### config.mk
export PLATFORM = sky130hd
export DESIGN_NAME = clock_ctrl_flat
export DESIGN_NICKNAME = d
export VERILOG_FILES = /design/src/rtl/clock_ctrl_if.sv /design/src/rtl/clock_ctrl.sv /design/src/flat_wrapper.sv
export SDC_FILE = /design/constraint.sdc
export NUM_CORES = 1
export LEC_CHECK = 0
export BUFFER_PORTS_ARGS = -buffer_cell sky130_fd_sc_hd__buf_2
export CAP_MARGIN = 15
export CELL_PAD_IN_SITES_DETAIL_PLACEMENT = 1
export CELL_PAD_IN_SITES_GLOBAL_PLACEMENT = 1
export CORE_AREA = 2 2 53 55
export CTS_BUF_LIST = sky130_fd_sc_hd__clkbuf_8 sky130_fd_sc_hd__clkbuf_16
export DETAILED_ROUTE_END_ITERATION = 7
export DIE_AREA = 0 0 55 57
export PLACE_DENSITY = 0.83
export SLEW_MARGIN = 40
export SYNTH_ARGS = -nofsm -noshare
export SYNTH_HDL_FRONTEND = slang
export SYNTH_SLANG_ARGS = --single-unit
export TNS_END_PERCENT = 20
### constraint.sdc
create_clock -name clk -period 2 [get_ports clk]
set_input_delay 0.4 -clock clk [delete_from_list [all_inputs] [get_ports clk]]
set_output_delay 0.4 -clock clk [all_outputs]
set_load 0.02 [all_outputs]
### src/rtl/clock_ctrl_if.sv
// Bundles the clock controller's event inputs, digit readback and digit-control outputs.
// The controller takes the slave view; whoever drives buttons/ticks and owns the digits takes master.
interface clock_ctrl_if;
  logic       tick;
  logic       btn_mode;
  logic       btn_inc;
  logic [3:0] min_lo;
  logic [3:0] min_hi;
  logic [3:0] hr_lo;
  logic [3:0] hr_hi;
  logic [3:0] inc;
  logic [3:0] load;
  logic [1:0] mode;
  logic       blink;
  logic [5:0] sec;

  modport master (
    output tick, btn_mode, btn_inc, min_lo, min_hi, hr_lo, hr_hi,
    input  inc, load, mode, blink, sec
  );

  modport slave (
    input  tick, btn_mode, btn_inc, min_lo, min_hi, hr_lo, hr_hi,
    output inc, load, mode, blink, sec
  );
endinterface

### src/rtl/clock_ctrl.sv
// HH:MM clock controller: counts seconds, issues one-cycle increase/load pulses to four
// BCD digit counters (enforcing 59->00 and 23->00) and runs the RUN/SET_HR/SET_MIN mode FSM.
module clock_ctrl (
  input  logic        clk,
  input  logic        rst_n,
  clock_ctrl_if.slave bus
);

  typedef enum logic [1:0] {
    RUN     = 2'd0,
    SET_HR  = 2'd1,
    SET_MIN = 2'd2,
    ILLEGAL = 2'd3
  } state_t;

  state_t     state_reg, state_next;
  logic [5:0] sec_reg, sec_next;
  logic       blink_reg, blink_next;
  logic [3:0] inc_reg, inc_next;
  logic [3:0] load_reg, load_next;

  logic       busy;
  logic       min_carry;
  logic       min_wrap;
  logic       hr_wrap;
  logic [1:0] min_inc, min_load;
  logic [1:0] hr_inc, hr_load;

  // Digit values are stale while a pulse is still being applied by the counters.
  assign busy = (inc_reg != 4'd0);

  assign min_carry = (bus.min_lo >= 4'd9);
  assign min_wrap  = min_carry && (bus.min_hi >= 4'd5);
  assign hr_wrap   = (bus.hr_hi >= 4'd2) && (bus.hr_lo >= 4'd3);

  assign min_inc  = {min_carry, 1'b1};
  assign min_load = {min_wrap, 1'b0};
  assign hr_inc   = hr_wrap ? 2'b11 : {(bus.hr_lo >= 4'd9), 1'b1};
  assign hr_load  = hr_wrap ? 2'b11 : 2'b00;

  always_comb begin
    state_next = state_reg;
    sec_next   = sec_reg;
    blink_next = blink_reg;
    inc_next   = 4'd0;
    load_next  = 4'd0;

    case (state_reg)
      RUN: begin
        if (bus.btn_mode) begin
          state_next = SET_HR;
          sec_next   = 6'd0;
          blink_next = 1'b0;
        end else if (bus.tick) begin
          if (sec_reg >= 6'd59) begin
            sec_next = 6'd0;
            if (!busy) begin
              inc_next  = {2'b00, min_inc};
              load_next = {2'b00, min_load};
              if (min_wrap) begin
                inc_next[3:2]  = hr_inc;
                load_next[3:2] = hr_load;
              end
            end
          end else begin
            sec_next = sec_reg + 6'd1;
          end
        end
      end

      SET_HR: begin
        sec_next = 6'd0;
        if (bus.btn_mode) begin
          state_next = SET_MIN;
          blink_next = 1'b0;
        end else begin
          if (bus.tick)
            blink_next = ~blink_reg;
          if (bus.btn_inc && !busy) begin
            inc_next  = {hr_inc, 2'b00};
            load_next = {hr_load, 2'b00};
          end
        end
      end

      SET_MIN: begin
        sec_next = 6'd0;
        if (bus.btn_mode) begin
          state_next = RUN;
          blink_next = 1'b0;
        end else begin
          if (bus.tick)
            blink_next = ~blink_reg;
          if (bus.btn_inc && !busy) begin
            inc_next  = {2'b00, min_inc};
            load_next = {2'b00, min_load};
          end
        end
      end

      default: begin
        state_next = RUN;
        sec_next   = 6'd0;
        blink_next = 1'b0;
      end
    endcase
  end

  always_ff @(posedge clk or negedge rst_n) begin
    if (!rst_n) begin
      state_reg <= RUN;
      sec_reg   <= 6'd0;
      blink_reg <= 1'b0;
      inc_reg   <= 4'd0;
      load_reg  <= 4'd0;
    end else begin
      state_reg <= state_next;
      sec_reg   <= sec_next;
      blink_reg <= blink_next;
      inc_reg   <= inc_next;
      load_reg  <= load_next;
    end
  end

  assign bus.inc   = inc_reg;
  assign bus.load  = load_reg;
  assign bus.mode  = state_reg;
  assign bus.blink = blink_reg;
  assign bus.sec   = sec_reg;

endmodule

### src/flat_wrapper.sv
// flat-port wrapper written by rule: the top's interface ports become plain ports
module clock_ctrl_flat 
  (clk, rst_n, bus_tick, bus_btn_mode, bus_btn_inc, bus_min_lo, bus_min_hi, bus_hr_lo, bus_hr_hi, bus_inc, bus_load, bus_mode, bus_blink, bus_sec);
  clock_ctrl_if bus_i ();
  input  logic clk;
  input  logic rst_n;
  input wire logic [$bits(bus_i.tick)-1:0] bus_tick;
  input wire logic [$bits(bus_i.btn_mode)-1:0] bus_btn_mode;
  input wire logic [$bits(bus_i.btn_inc)-1:0] bus_btn_inc;
  input wire logic [$bits(bus_i.min_lo)-1:0] bus_min_lo;
  input wire logic [$bits(bus_i.min_hi)-1:0] bus_min_hi;
  input wire logic [$bits(bus_i.hr_lo)-1:0] bus_hr_lo;
  input wire logic [$bits(bus_i.hr_hi)-1:0] bus_hr_hi;
  output wire logic [$bits(bus_i.inc)-1:0] bus_inc;
  output wire logic [$bits(bus_i.load)-1:0] bus_load;
  output wire logic [$bits(bus_i.mode)-1:0] bus_mode;
  output wire logic [$bits(bus_i.blink)-1:0] bus_blink;
  output wire logic [$bits(bus_i.sec)-1:0] bus_sec;
  assign bus_i.tick = bus_tick;
  assign bus_i.btn_mode = bus_btn_mode;
  assign bus_i.btn_inc = bus_btn_inc;
  assign bus_i.min_lo = bus_min_lo;
  assign bus_i.min_hi = bus_min_hi;
  assign bus_i.hr_lo = bus_hr_lo;
  assign bus_i.hr_hi = bus_hr_hi;
  assign bus_inc = bus_i.inc;
  assign bus_load = bus_i.load;
  assign bus_mode = bus_i.mode;
  assign bus_blink = bus_i.blink;
  assign bus_sec = bus_i.sec;
  clock_ctrl u_core (.clk(clk), .rst_n(rst_n), .bus(bus_i));
endmodule
==> results.py <==
metrics = {
    "run_status": {
        "status": "completed",
    },
    "global_routing": {
        "grt_antenna_before_repair": 0,
        "overflow": 0,
        "grt.total_usage_pct": 15.1,
        "grt_first_pass_wirelength_um": 3420,
        "grt_pass1_vias": 789,
        "grt_max_degree": 16,
    },
    "floorplanning": {
        "die_area_um2": 3140,
        "fp.dieW_um": 55,
        "fp.dieH_um": 57,
        "start_util_pct": 32.2,
        "ios": 38,
        "rows": 19,
        "core_um2": 2620,
    },
    "yosys": {
        "syn-instance-count": 86,
        "synth_cell_types": 30,
        "synthTopCellsByArea": "dfrtp_1 45%, ha_1 7.4%, nor2_1 4.9%, a21oi_1 4.2%, o21ai_0 3.6%",
        "synth-seq-cells": 15,
        "syn_avg_cell_area_um2": 9.79,
        "yosysTopAreaCell": "dfrtp_1",
        "synth_fp_nets": 112,
        "yosys_warnings": 0,
        "ys_seq_area_share_pct": 44.6,
        "syn_area_um2": 842,
        "synth_top_area_share_pct": 44.6,
    },
    "hold_path": {
        "hold_class": "in -> async",
    },
    "setup_path": {
        "reg2reg_to": "u_core.bus.sec[2]$_DFFE_PN0P_",
        "reg2reg_depth": 6,
        "path_max_fanout": 6,
        "r2r_start": "u_core.bus.mode[1]$_DFFE_PN0P_",
        "critPathArrivalTime_ps": 1800,
        "cp.required_ps": 2190,
        "critical_path_class": "reg -> reg",
        "rrSetupSlack_ps": 390,
        "startpoint_type": "flop",
        "critical_path.endpoint_type": "flop",
    },
    "layout": {
        "n_antenna_cell": 0,
        "fillCellCount": 331,
        "drive_above_1_share_pct": 36.6,
        "area_growth_pct": 29.0,
        "largest_register_ff_count": 6,
        "nNetsFinal": 150,
    },
    "route": {
        "vias_per_cell": 5.03,
        "wirelength_um": 2100,
        "drc": 0,
        "detail-route-antenna-nets": 0,
        "drt-initial-drc-count": 6,
        "drt_pass1_iterations": 2,
        "avgRoutedWirePerCell_um": 13.6,
        "via_count": 775,
    },
    "sta": {
        "fmax_mhz": 621,
        "finClkSkew_ps": 4.17,
        "setup-violations-final": 0,
        "worstMarginPinSlew_ps": 505,
        "relSlewSlack_pct": 66.0,
        "fin_crit_sh_pct": 80.5,
        "fin_crit_ps": 1610,
        "finalHoldViolCount": 0,
        "rsz0062_at_grt": "no",
        "slew_violations": 0,
        "tns_ps": 0,
    },
    "clock_tree": {
        "holdBufCountCts": 0,
        "cts_htree_levels": 1,
        "cts.clk_slew.worst_paths_ps": 60,
        "clock_latency_ps": 250,
        "cts_tree": "yes",
        "cts_buffer_depth": 2,
        "postCtsSetupBuffers": 0,
        "clk_root_buffer_cell": "clkbuf_8",
        "cts_buffers": 3,
        "cts-resized-gates": 0,
        "cts_sinks": 15,
    },
    "placement": {
        "portBuffers": 35,
        "gp_congestion": 0.739,
        "dpl.hpwl_um": 1730,
    },
    "power_and_ir_drop": {
        "finalPower_mw": 1.03,
        "power_density_nw_per_um2": 947,
        "peakVddDrop_uv": 510,
        "p_leak_nw": 0.595,
    },
    "job": {
        "cap_violations": 0,
    },
}
## where the power goes
group / switching, mW / leakage (nW) / internal (mW)
clock: 0.109 / 0.0269 / 0.136
sequential: 0.0366 / 0.205 / 0.346
combinational: 0.245 / 0.363 / 0.156
total: 0.391 / 0.595 / 0.638
## how the worst max path moves through the flow
stage | to | slack (ps) | start | cells past startpoint
2_1_floorplan | u_core.bus.sec[1]$_DFFE_PN0P_ | 510 | u_core.bus.mode[0]$_DFFE_PN0P_ | 5
4_1_cts | u_core.bus.sec[2]$_DFFE_PN0P_ | 350 | u_core.bus.mode[1]$_DFFE_PN0P_ | 6
3_3_place_gp | u_core.bus.sec[2]$_DFFE_PN0P_ | 490 | u_core.bus.mode[0]$_DFFE_PN0P_ | 6
3_5_place_dp | u_core.bus.sec[2]$_DFFE_PN0P_ | 360 | u_core.bus.mode[0]$_DFFE_PN0P_ | 6
6_report | u_core.bus.sec[2]$_DFFE_PN0P_ | 390 | u_core.bus.mode[1]$_DFFE_PN0P_ | 6
5_1_grt | u_core.bus.sec[2]$_DFFE_PN0P_ | 220 | u_core.bus.mode[1]$_DFFE_PN0P_ | 6
## layout by cell type (no fill, tap or decap)
| master | netlist | layout |
|---|---|---|
| a32oi_2 | 1 | 1 |
| nor3b_1 | 1 | 1 |
| o21ai_0 | 6 | 6 |
| nand3b_1 | 1 | 1 |
| a22o_1 | 1 | 1 |
| nor2b_1 | 2 | 2 |
| or2b_1 | 1 | 1 |
| and3_1 | 2 | 2 |
| clkbuf_8 | 0 | 3 |
| a211oi_2 | 1 | 1 |
| dfrtp_1 | 15 | 15 |
| a2111oi_2 | 2 | 2 |
| o31ai_2 | 1 | 1 |
| o2111ai_2 | 1 | 1 |
| o21bai_1 | 1 | 1 |
| xor2_1 | 1 | 1 |
| a21o_1 | 1 | 1 |
| nor3_1 | 2 | 2 |
| nand4bb_1 | 1 | 1 |
| inv_1 | 7 | 8 |
| a31oi_1 | 2 | 2 |
| nand2_1 | 4 | 4 |
| conb_1 | 1 | 1 |
| nor2_2 | 1 | 1 |
| a21oi_1 | 7 | 7 |
| nand3_1 | 2 | 2 |
| nand2b_1 | 1 | 1 |
| ha_1 | 5 | 5 |
| buf_2 | 0 | 35 |
| and2b_1 | 2 | 2 |
| nor2_1 | 11 | 11 |
## stage by stage
stage / std cells / hold WS (ps) / util [%] / cell area (µm²) / setup WS [ps]
finish: 154 / 41.9 / 41.5 / 1090 / 389
global route: 154 / 69.0 / 41.5 / 1090 / 216
CTS: 154 / 54.5 / 41.5 / 1090 / 349
detailed placement: 150 / 327 / 39.8 / 1040 / 358
global placement: 150 / 322 / 39.8 / 1040 / 488
floorplan: 86 / 104 / - / 842 / 506
## metal layers
layer / vias to the layer above / track usage, % / part of all wire (%)
met4: 0 / 3.14 / 0.48
met2: 25 / 28.7 / 56
met3: 2 / 5.50 / 6.5
met5: - / 0 / 0
met1: 378 / 14.9 / 37
li1: 370 / - / -
## critical path: stages, from the launching register on
cell     delay, ps
dfrtp_1        420
inv_1          110
ha_1           250
nor2b_1        230
nand3_1        200
nor3b_1        240
a21o_1         110
## cell families after synthesis
kind of cell	count (synthesis)	synth area share, %
AOI/OAI and AO/OA	24	22.3
DFF	15	44.6
and+or+nand+nor	31	19.3
adders and majority gates	5	7.43
xor gates and xnor gates	1	1.04
buffers and inverters	9	4.90
other	1	0.445
## Yosys cell counts
library cell	number
nand2b_1	1
conb_1	1
a31oi_1	2
nor2_1	11
o21ai_0	6
nor2_2	1
nor3_1	2
inv_1	7
o21bai_1	1
a21o_1	1
nor2b_1	2
nor3b_1	1
a32oi_2	1
a2111oi_2	2
ha_1	5
buf_4	2
dfrtp_1	15
a21oi_1	7
xor2_1	1
nand2_1	4
and3_1	2
o2111ai_2	1
o31ai_2	1
nand3b_1	1
nand3_1	2
and2b_1	2
or2b_1	1
nand4bb_1	1
a22o_1	1
a211oi_2	1
## cell type report
type                            instances  area (µm²)  area share (%)
Clock buffer                            3        41.3            3.80
Tap cell                               31        38.8            3.57
Clock inverter                          1        3.75           0.346
Timing Repair Buffer                   35         175            16.1
Sequential cell                        15         375            34.6
Inverter                                7        26.3            2.42
Multi-Input combinational cell         62         425            39.2
Power figures use the tool's default switching activity.
